==> config.mk <==
export PLATFORM = sky130hd
export DESIGN_NAME = hdlc_tx_sched
export DESIGN_NICKNAME = d
export VERILOG_FILES = /design/src/rtl/hdlc_pkg.sv /design/src/rtl/hdlc_rr_arb.sv /design/src/rtl/hdlc_tx_sched.sv
export SDC_FILE = /design/constraint.sdc
export NUM_CORES = 1
export LEC_CHECK = 0
export CAP_MARGIN = 20
export CORE_ASPECT_RATIO = 0.5
export CORE_MARGIN = 5
export CORE_UTILIZATION = 25
export DETAILED_ROUTE_END_ITERATION = 16
export PLACE_DENSITY_LB_ADDON = 0.08
export SETUP_SLACK_MARGIN = 0.05
export SYNTH_ARGS = -nofsm -noshare
export SYNTH_HDL_FRONTEND = slang
export SYNTH_SLANG_ARGS = --single-unit
==> constraint.sdc <==
create_clock -name Clk -period 3.7 [get_ports Clk]
set_input_delay 0.37 -clock Clk [delete_from_list [all_inputs] [get_ports Clk]]
set_output_delay 0.37 -clock Clk [all_outputs]
set_load 0.03 [all_outputs]
==> src/rtl/hdlc_pkg.sv <==
// -----------------------------------------------------------------------------
// hdlc_pkg
// Shared definitions for the HDLC transmit scheduler: the scheduler state
// encoding, the HDLC register addresses, and the Tx SC control bit positions
// together with the SC write values built from them.
// -----------------------------------------------------------------------------
package hdlc_pkg;

    typedef enum logic [2:0] {
        ST_IDLE  = 3'd0,
        ST_LOAD  = 3'd1,
        ST_START = 3'd2,
        ST_BUSY  = 3'd3,
        ST_ABORT = 3'd4,
        ST_FIN   = 3'd5
    } tx_state_t;

    // HDLC register addresses
    localparam logic [2:0] TX_SC   = 3'd0;
    localparam logic [2:0] TX_BUFF = 3'd1;

    // Tx SC bit positions
    localparam int SC_TX_ENABLE_BIT = 1;
    localparam int SC_TX_ABORT_BIT  = 2;

    // Values written to Tx SC to start or abort a transmission
    localparam logic [7:0] SC_TX_ENABLE = 8'h01 << SC_TX_ENABLE_BIT;
    localparam logic [7:0] SC_TX_ABORT  = 8'h01 << SC_TX_ABORT_BIT;

    // Tx_Done can still show the previous frame's status right after the
    // enable write, so it is ignored for this many BUSY cycles.
    localparam logic [1:0] BUSY_IGNORE_CYCLES = 2'd2;

endpackage

==> src/rtl/hdlc_rr_arb.sv <==
// -----------------------------------------------------------------------------
// hdlc_rr_arb
// Two-requester round-robin arbiter. The grant is combinational from Req; the
// pointer register remembers which requester wins a tie, and it moves away
// from the winner whenever the owner accepts the grant (Update).
//
// Ports
//   Clk    : clock, rising edge
//   Rst    : asynchronous active-low reset (pointer favours requester 0)
//   Req    : [1:0] requests
//   Update : the current grant is consumed; advance the pointer
//   Gnt    : [1:0] one-hot grant, 0 when nothing is requested
// -----------------------------------------------------------------------------
module hdlc_rr_arb (
    input  logic       Clk,
    input  logic       Rst,
    input  logic [1:0] Req,
    input  logic       Update,
    output logic [1:0] Gnt
);

    // Requester that wins when both request at once
    logic prio_q;

    always_comb begin
        Gnt = Req;
        if (Req == 2'b11) begin
            Gnt = prio_q ? 2'b10 : 2'b01;
        end
    end

    always_ff @(posedge Clk or negedge Rst) begin
        if (!Rst) begin
            prio_q <= 1'b0;
        end else if (Update && (Gnt != 2'b00)) begin
            // NOTE: registers are updated with non-blocking assignments so every
            // flop samples pre-edge values regardless of statement order.
            // The winner just served drops to lowest priority.
            prio_q <= ~Gnt[1];
        end
    end

endmodule

==> src/rtl/hdlc_tx_sched.sv <==
// -----------------------------------------------------------------------------
// hdlc_tx_sched
// Schedules frames from two requesters onto a single HDLC transmitter.
// A granted frame is copied byte by byte into Tx_Buff, then transmission is
// started through Tx SC. The owner may abort while loading or transmitting.
// Frames with an illegal length are rejected without touching the HDLC core.
//
// Ports
//   Clk             : clock, rising edge
//   Rst             : asynchronous active-low reset
//   Req_Valid[i]    : requester i has a frame pending
//   Req_Len[i]      : frame length in bytes, stable while Req_Valid[i]
//   Req_Data[i]     : current byte of requester i
//   Req_Pop[i]      : byte of requester i consumed this cycle
//   Req_Abort[i]    : requester i cancels its frame
//   Grant           : one-hot owner of the Tx path, 0 when idle
//   Done            : one-cycle pulse, frame fully sent
//   Aborted         : one-cycle pulse, frame aborted or rejected
//   Address         : HDLC register address
//   WriteEnable     : HDLC register write strobe
//   DataIn          : HDLC register write data
//   Tx_Done         : HDLC transmitter idle
//   Tx_Full         : HDLC Tx buffer full
//   Tx_AbortedTrans : HDLC reports the transmission was aborted
// -----------------------------------------------------------------------------
module hdlc_tx_sched
    import hdlc_pkg::*;
#(
    parameter int MAX_LEN = 126
) (
    input  logic            Clk,
    input  logic            Rst,
    input  logic [1:0]      Req_Valid,
    input  logic [1:0][7:0] Req_Len,
    input  logic [1:0][7:0] Req_Data,
    output logic [1:0]      Req_Pop,
    input  logic [1:0]      Req_Abort,
    output logic [1:0]      Grant,
    output logic [1:0]      Done,
    output logic [1:0]      Aborted,
    output logic [2:0]      Address,
    output logic            WriteEnable,
    output logic [7:0]      DataIn,
    input  logic            Tx_Done,
    input  logic            Tx_Full,
    input  logic            Tx_AbortedTrans
);

    localparam logic [7:0] MAX_LEN_B = 8'(MAX_LEN);

    tx_state_t  state_q, state_d;
    logic [1:0] grant_q, grant_d;
    logic [7:0] cnt_q, cnt_d;
    logic [1:0] busy_cnt_q, busy_cnt_d;
    logic       abt_wr_q, abt_wr_d;       // ABORT still owes its SC write
    logic [1:0] pulse_abt_q, pulse_abt_d; // registered Aborted pulse

    logic [1:0] arb_req;
    logic [1:0] arb_gnt;
    logic       arb_update;
    logic [7:0] arb_len;
    logic [7:0] cur_len;
    logic [7:0] cnt_inc;
    logic       len_ok;
    logic       abort_g;

    // Arbitrate only in IDLE with the transmitter free. While an Aborted pulse
    // is out, hold off so the requester can withdraw the rejected frame.
    assign arb_req = (state_q == ST_IDLE && pulse_abt_q == 2'b00 && Tx_Done)
                     ? Req_Valid : 2'b00;

    hdlc_rr_arb u_arb (
        .Clk    (Clk),
        .Rst    (Rst),
        .Req    (arb_req),
        .Update (arb_update),
        .Gnt    (arb_gnt)
    );

    assign arb_len = Req_Len[arb_gnt[1]];
    assign cur_len = Req_Len[grant_q[1]];
    assign cnt_inc = cnt_q + 8'd1;
    assign len_ok  = (arb_len != 8'd0) && (arb_len <= MAX_LEN_B);
    // Only the current owner can abort; other requesters' aborts are ignored.
    assign abort_g = |(Req_Abort & grant_q);

    always_ff @(posedge Clk or negedge Rst) begin
        if (!Rst) begin
            state_q     <= ST_IDLE;
            grant_q     <= 2'b00;
            cnt_q       <= 8'd0;
            busy_cnt_q  <= 2'd0;
            abt_wr_q    <= 1'b0;
            pulse_abt_q <= 2'b00;
        end else begin
            state_q     <= state_d;
            grant_q     <= grant_d;
            cnt_q       <= cnt_d;
            busy_cnt_q  <= busy_cnt_d;
            abt_wr_q    <= abt_wr_d;
            pulse_abt_q <= pulse_abt_d;
        end
    end

    always_comb begin
        // NOTE: every variable written here gets a default first, so no path
        // through the case can leave one unassigned and infer a latch.
        state_d     = state_q;
        grant_d     = grant_q;
        cnt_d       = cnt_q;
        busy_cnt_d  = busy_cnt_q;
        abt_wr_d    = abt_wr_q;
        pulse_abt_d = 2'b00;
        arb_update  = 1'b0;

        Grant       = grant_q;
        Done        = 2'b00;
        Aborted     = pulse_abt_q;
        Req_Pop     = 2'b00;
        WriteEnable = 1'b0;
        Address     = TX_SC;
        DataIn      = 8'h00;

        case (state_q)
            ST_IDLE: begin
                if (arb_gnt != 2'b00) begin
                    arb_update = 1'b1;
                    if (len_ok) begin
                        grant_d = arb_gnt;
                        cnt_d   = 8'd0;
                        state_d = ST_LOAD;
                    end else begin
                        // Rejected: report it, never touch the HDLC core.
                        pulse_abt_d = arb_gnt;
                    end
                end
            end

            ST_LOAD: begin
                // The byte on offer is written even when an abort arrives in
                // the same cycle, so the requester's pop count stays exact.
                if (!Tx_Full) begin
                    WriteEnable = 1'b1;
                    Address     = TX_BUFF;
                    DataIn      = Req_Data[grant_q[1]];
                    Req_Pop     = grant_q;
                    cnt_d       = cnt_inc;
                end
                if (abort_g) begin
                    abt_wr_d = 1'b1;
                    state_d  = ST_ABORT;
                end else if (!Tx_Full && cnt_inc == cur_len) begin
                    state_d = ST_START;
                end
            end

            ST_START: begin
                WriteEnable = 1'b1;
                Address     = TX_SC;
                DataIn      = SC_TX_ENABLE;
                busy_cnt_d  = 2'd0;
                state_d     = ST_BUSY;
            end

            ST_BUSY: begin
                if (abort_g) begin
                    abt_wr_d = 1'b1;
                    state_d  = ST_ABORT;
                end else if (busy_cnt_q != BUSY_IGNORE_CYCLES) begin
                    busy_cnt_d = busy_cnt_q + 2'd1;
                end else if (Tx_Done) begin
                    state_d = ST_FIN;
                end
            end

            ST_ABORT: begin
                if (abt_wr_q) begin
                    WriteEnable = 1'b1;
                    Address     = TX_SC;
                    DataIn      = SC_TX_ABORT;
                    abt_wr_d    = 1'b0;
                end else if (Tx_AbortedTrans || Tx_Done) begin
                    pulse_abt_d = grant_q;
                    grant_d     = 2'b00;
                    state_d     = ST_IDLE;
                end
            end

            ST_FIN: begin
                Done    = grant_q;
                grant_d = 2'b00;
                state_d = ST_IDLE;
            end

            default: begin
                grant_d = 2'b00;
                state_d = ST_IDLE;
            end
        endcase
    end

endmodule

==> flow_summary.ini <==
[cts]
cts_max_path_buffers = 2
clkSinkCount = 19
h-tree-depth = 1
clk_pin_slew_ns = 0.06
ctsResizeCount = 0
post_cts_buffers = 0
holdBufCountCts = 0
cts_root_buffer = clkbuf_16
cts-buffers-inserted = 3
cts_tree = yes
clk_latency_ns = 0.25

[synth]
netlist_instances = 189
avgSynthCellArea_sq_um = 9.04
synthTopCellsByCount = 21 x nor2_1, 19 x dfrtp_1, 17 x mux2i_1, 12 x nand2_1, 8 x o21ai_0
synth-edff-count = 0
synth_cell_types = 67
synth_area_leaders = dfrtp_1 28%, mux2i_1 10%, nor2_1 4.6%, nand2_1 2.6%, a22o_1 2.6%
synth_top_flop_cell = dfrtp_1
netlist_area_sq_um = 1710
yosysTopAreaCell = dfrtp_1
yosysMostFrequentCell = nor2_1
ys_warn_count = 0
ys_ff_latch = 19
yosys.area.top_type_share = 0.278
async_flop_share = 1.00
seq_area_frac_synth = 0.278

[sta]
fin_crit_ns = 2.95
fin_tns_setup_ns = 0
fin_crit_sh = 0.797
fmax_mhz = 339
hold-worst-slack_ns = 0.448
hold_violations = 0
rsz0062_at_grt = false
finalSetupViolCount = 0
fin_skew_ns = 0.00422
tightest_slew_ns = 0.540
drv_slew = 0
slew-limit-headroom = 0.639

[critical_path]
crit_buf_inv = 2
worstPathRequired_ns = 3.33
ff2ff_path_depth = 6
crit_path_max_fanout = 12
slowest_delay_ns = 0.67
path_class = flop to output pin
crit_family = simple AND/OR/NAND/NOR gates
critical_path.slowest_cell = clkdlybuf4s50_1
cp-end-kind = output pin
reg2reg_to = cnt_q[4]
crit_arrival_ns = 2.58
r2r_slack_ns = 1.37
critPathLaunchType = flop
crit_chain = nand2b_4, or3_2, inv_8, and2_1, clkdlybuf4s50_1
r2r-start = state_q[2]

[grt]
antenna_found_initial = 0
track_usage = 0.118
first_global_vias = 1577
grt_max_degree = 20
grt_pass1_wl_mm = 8.10
grt_remaining_overflow = 0

[detailed_routing]
drc = 0
wirelength_mm = 5.09
vias_per_cell = 4.77
vias = 1599
first_pass_iters = 4
antenna_left = 0
drt_iter0_markers = 63
wl_per_cell_um = 15.2

[finish]
diodes = 0
fin_nets = 287
drive_above_1_share = 0.119
area_growth_pct = 43.3

[pwr]
powerDensity_nw_per_um2 = 576
peakVddDrop_mv = 0.176
p_leak_nw = 0.953

[status]
status = finished clean

[min_path]
min_path_type = input port to asynchronous set/reset pin

[floorplanning]
io_pins = 61
die_height_um = 68.5
start_util = 0.256
die_w_um = 127
core-area_sq_um = 6670
die-area_sq_um = 8690
rows = 21

[placement]
gp_congestion = 0.759
dp_hpwl_mm = 4.11
io_buffer_count = 58

[job]
max_cap_violations = 0
state kept, by name, summed over array words and instances, names as in the netlist:
| signal | count |
|---|---|
| state_q | 3 |
| Grant | 2 |
| cnt_q | 8 |
| u_arb.prio_q | 1 |
| busy_cnt_q | 2 |
| Aborted | 2 |
| abt_wr_q | 1 |
power breakdown:
| part | internal (mW) | leakage, nW | total, mW | switching, mW |
|---|---|---|---|---|
| clock network | 0.145 | 0.0409 | 0.229 | 0.0837 |
| logic | 0.392 | 0.689 | 0.800 | 0.408 |
| registers | 0.276 | 0.223 | 0.383 | 0.107 |
per-layer routing:
metal  global-route usage  up-vias  routed length [um]
met5                    0        -                   0
met4               0.0160        0                  26
met3               0.0249        2                 282
met2                0.201       34                2240
met1                0.159      757                2530
li1                     -      806                   -
worst max path at each step:
stage                from  slack [ns]  cells after the start    endpoint
2_1_floorplan  state_q[2]        1.45                      5   DataIn[1]
3_3_place_gp      Tx_Full        0.80                      5  Req_Pop[1]
3_5_place_dp      Tx_Full        0.79                      5  Req_Pop[1]
4_1_cts        state_q[2]        0.72                      5  Req_Pop[1]
5_1_grt        state_q[2]        0.62                      5  Req_Pop[1]
6_report       state_q[2]        0.75                      5  Req_Pop[1]
worst register-to-register path: cells and delay by family (launching register included):
kind,cells,cell delay (ns)
simple gates,3,0.86
compound gates,2,0.52
mux,1,0.32
flops,1,0.52
kinds of logic after synthesis:
group / count (synthesis) / share of synthesized area
buffers and inverters: 18 / 0.0564
muxes: 21 / 0.128
DFF: 19 / 0.278
other: 1 / 0.00219
AOI/OAI and AO/OA: 42 / 0.195
adders and majority gates: 2 / 0.0146
xor gates and xnor gates: 10 / 0.0593
and+or+nand+nor: 76 / 0.266
area by class of cell:
| cell class | instances | area, sq um |
|---|---|---|
| multi-input combinational | 153 | 1140 |
| clock inverter | 1 | 5.00 |
| clock buffer | 3 | 75.1 |
| sequential | 19 | 475 |
| timing repair buffer | 60 | 603 |
| tap | 92 | 115 |
| inverter | 7 | 33.8 |
| fill | 690 | 4230 |
layout by cell type (no fill, tap or decap), drive strengths merged, types with 3 or more instances in the layout:
| master | netlist | routed |
|---|---|---|
| dfrtp | 19 | 19 |
| a21o | 3 | 3 |
| nand2 | 12 | 12 |
| mux2i | 17 | 17 |
| clkdlybuf4s50 | 0 | 58 |
| nand4 | 3 | 3 |
| and3 | 4 | 4 |
| xnor2 | 5 | 5 |
| nor3 | 6 | 6 |
| and2 | 3 | 3 |
| xor2 | 4 | 4 |
| nand3 | 7 | 7 |
| clkbuf | 4 | 3 |
| inv | 7 | 7 |
| a31oi | 3 | 3 |
| nor2 | 22 | 22 |
| o21ai | 8 | 8 |
| mux2 | 4 | 4 |
| a22o | 5 | 5 |
| nor4 | 3 | 3 |
| a21oi | 6 | 6 |
per-stage QoR:
stage          area, sq um   util  setup slack, ns  power (mW)  instances
2_1_floorplan         1710      -             1.45       0.963        190
3_5_place_dp          2350  0.353            0.789        1.19        330
5_1_grt               2450  0.367            0.620        1.52        335
3_3_place_gp          2350  0.353            0.802        1.19        330
4_1_cts               2430  0.365            0.722        1.43        334
6_report              2450  0.367            0.753        1.41        335
No activity file was read; power rests on OpenSTA's default activity.
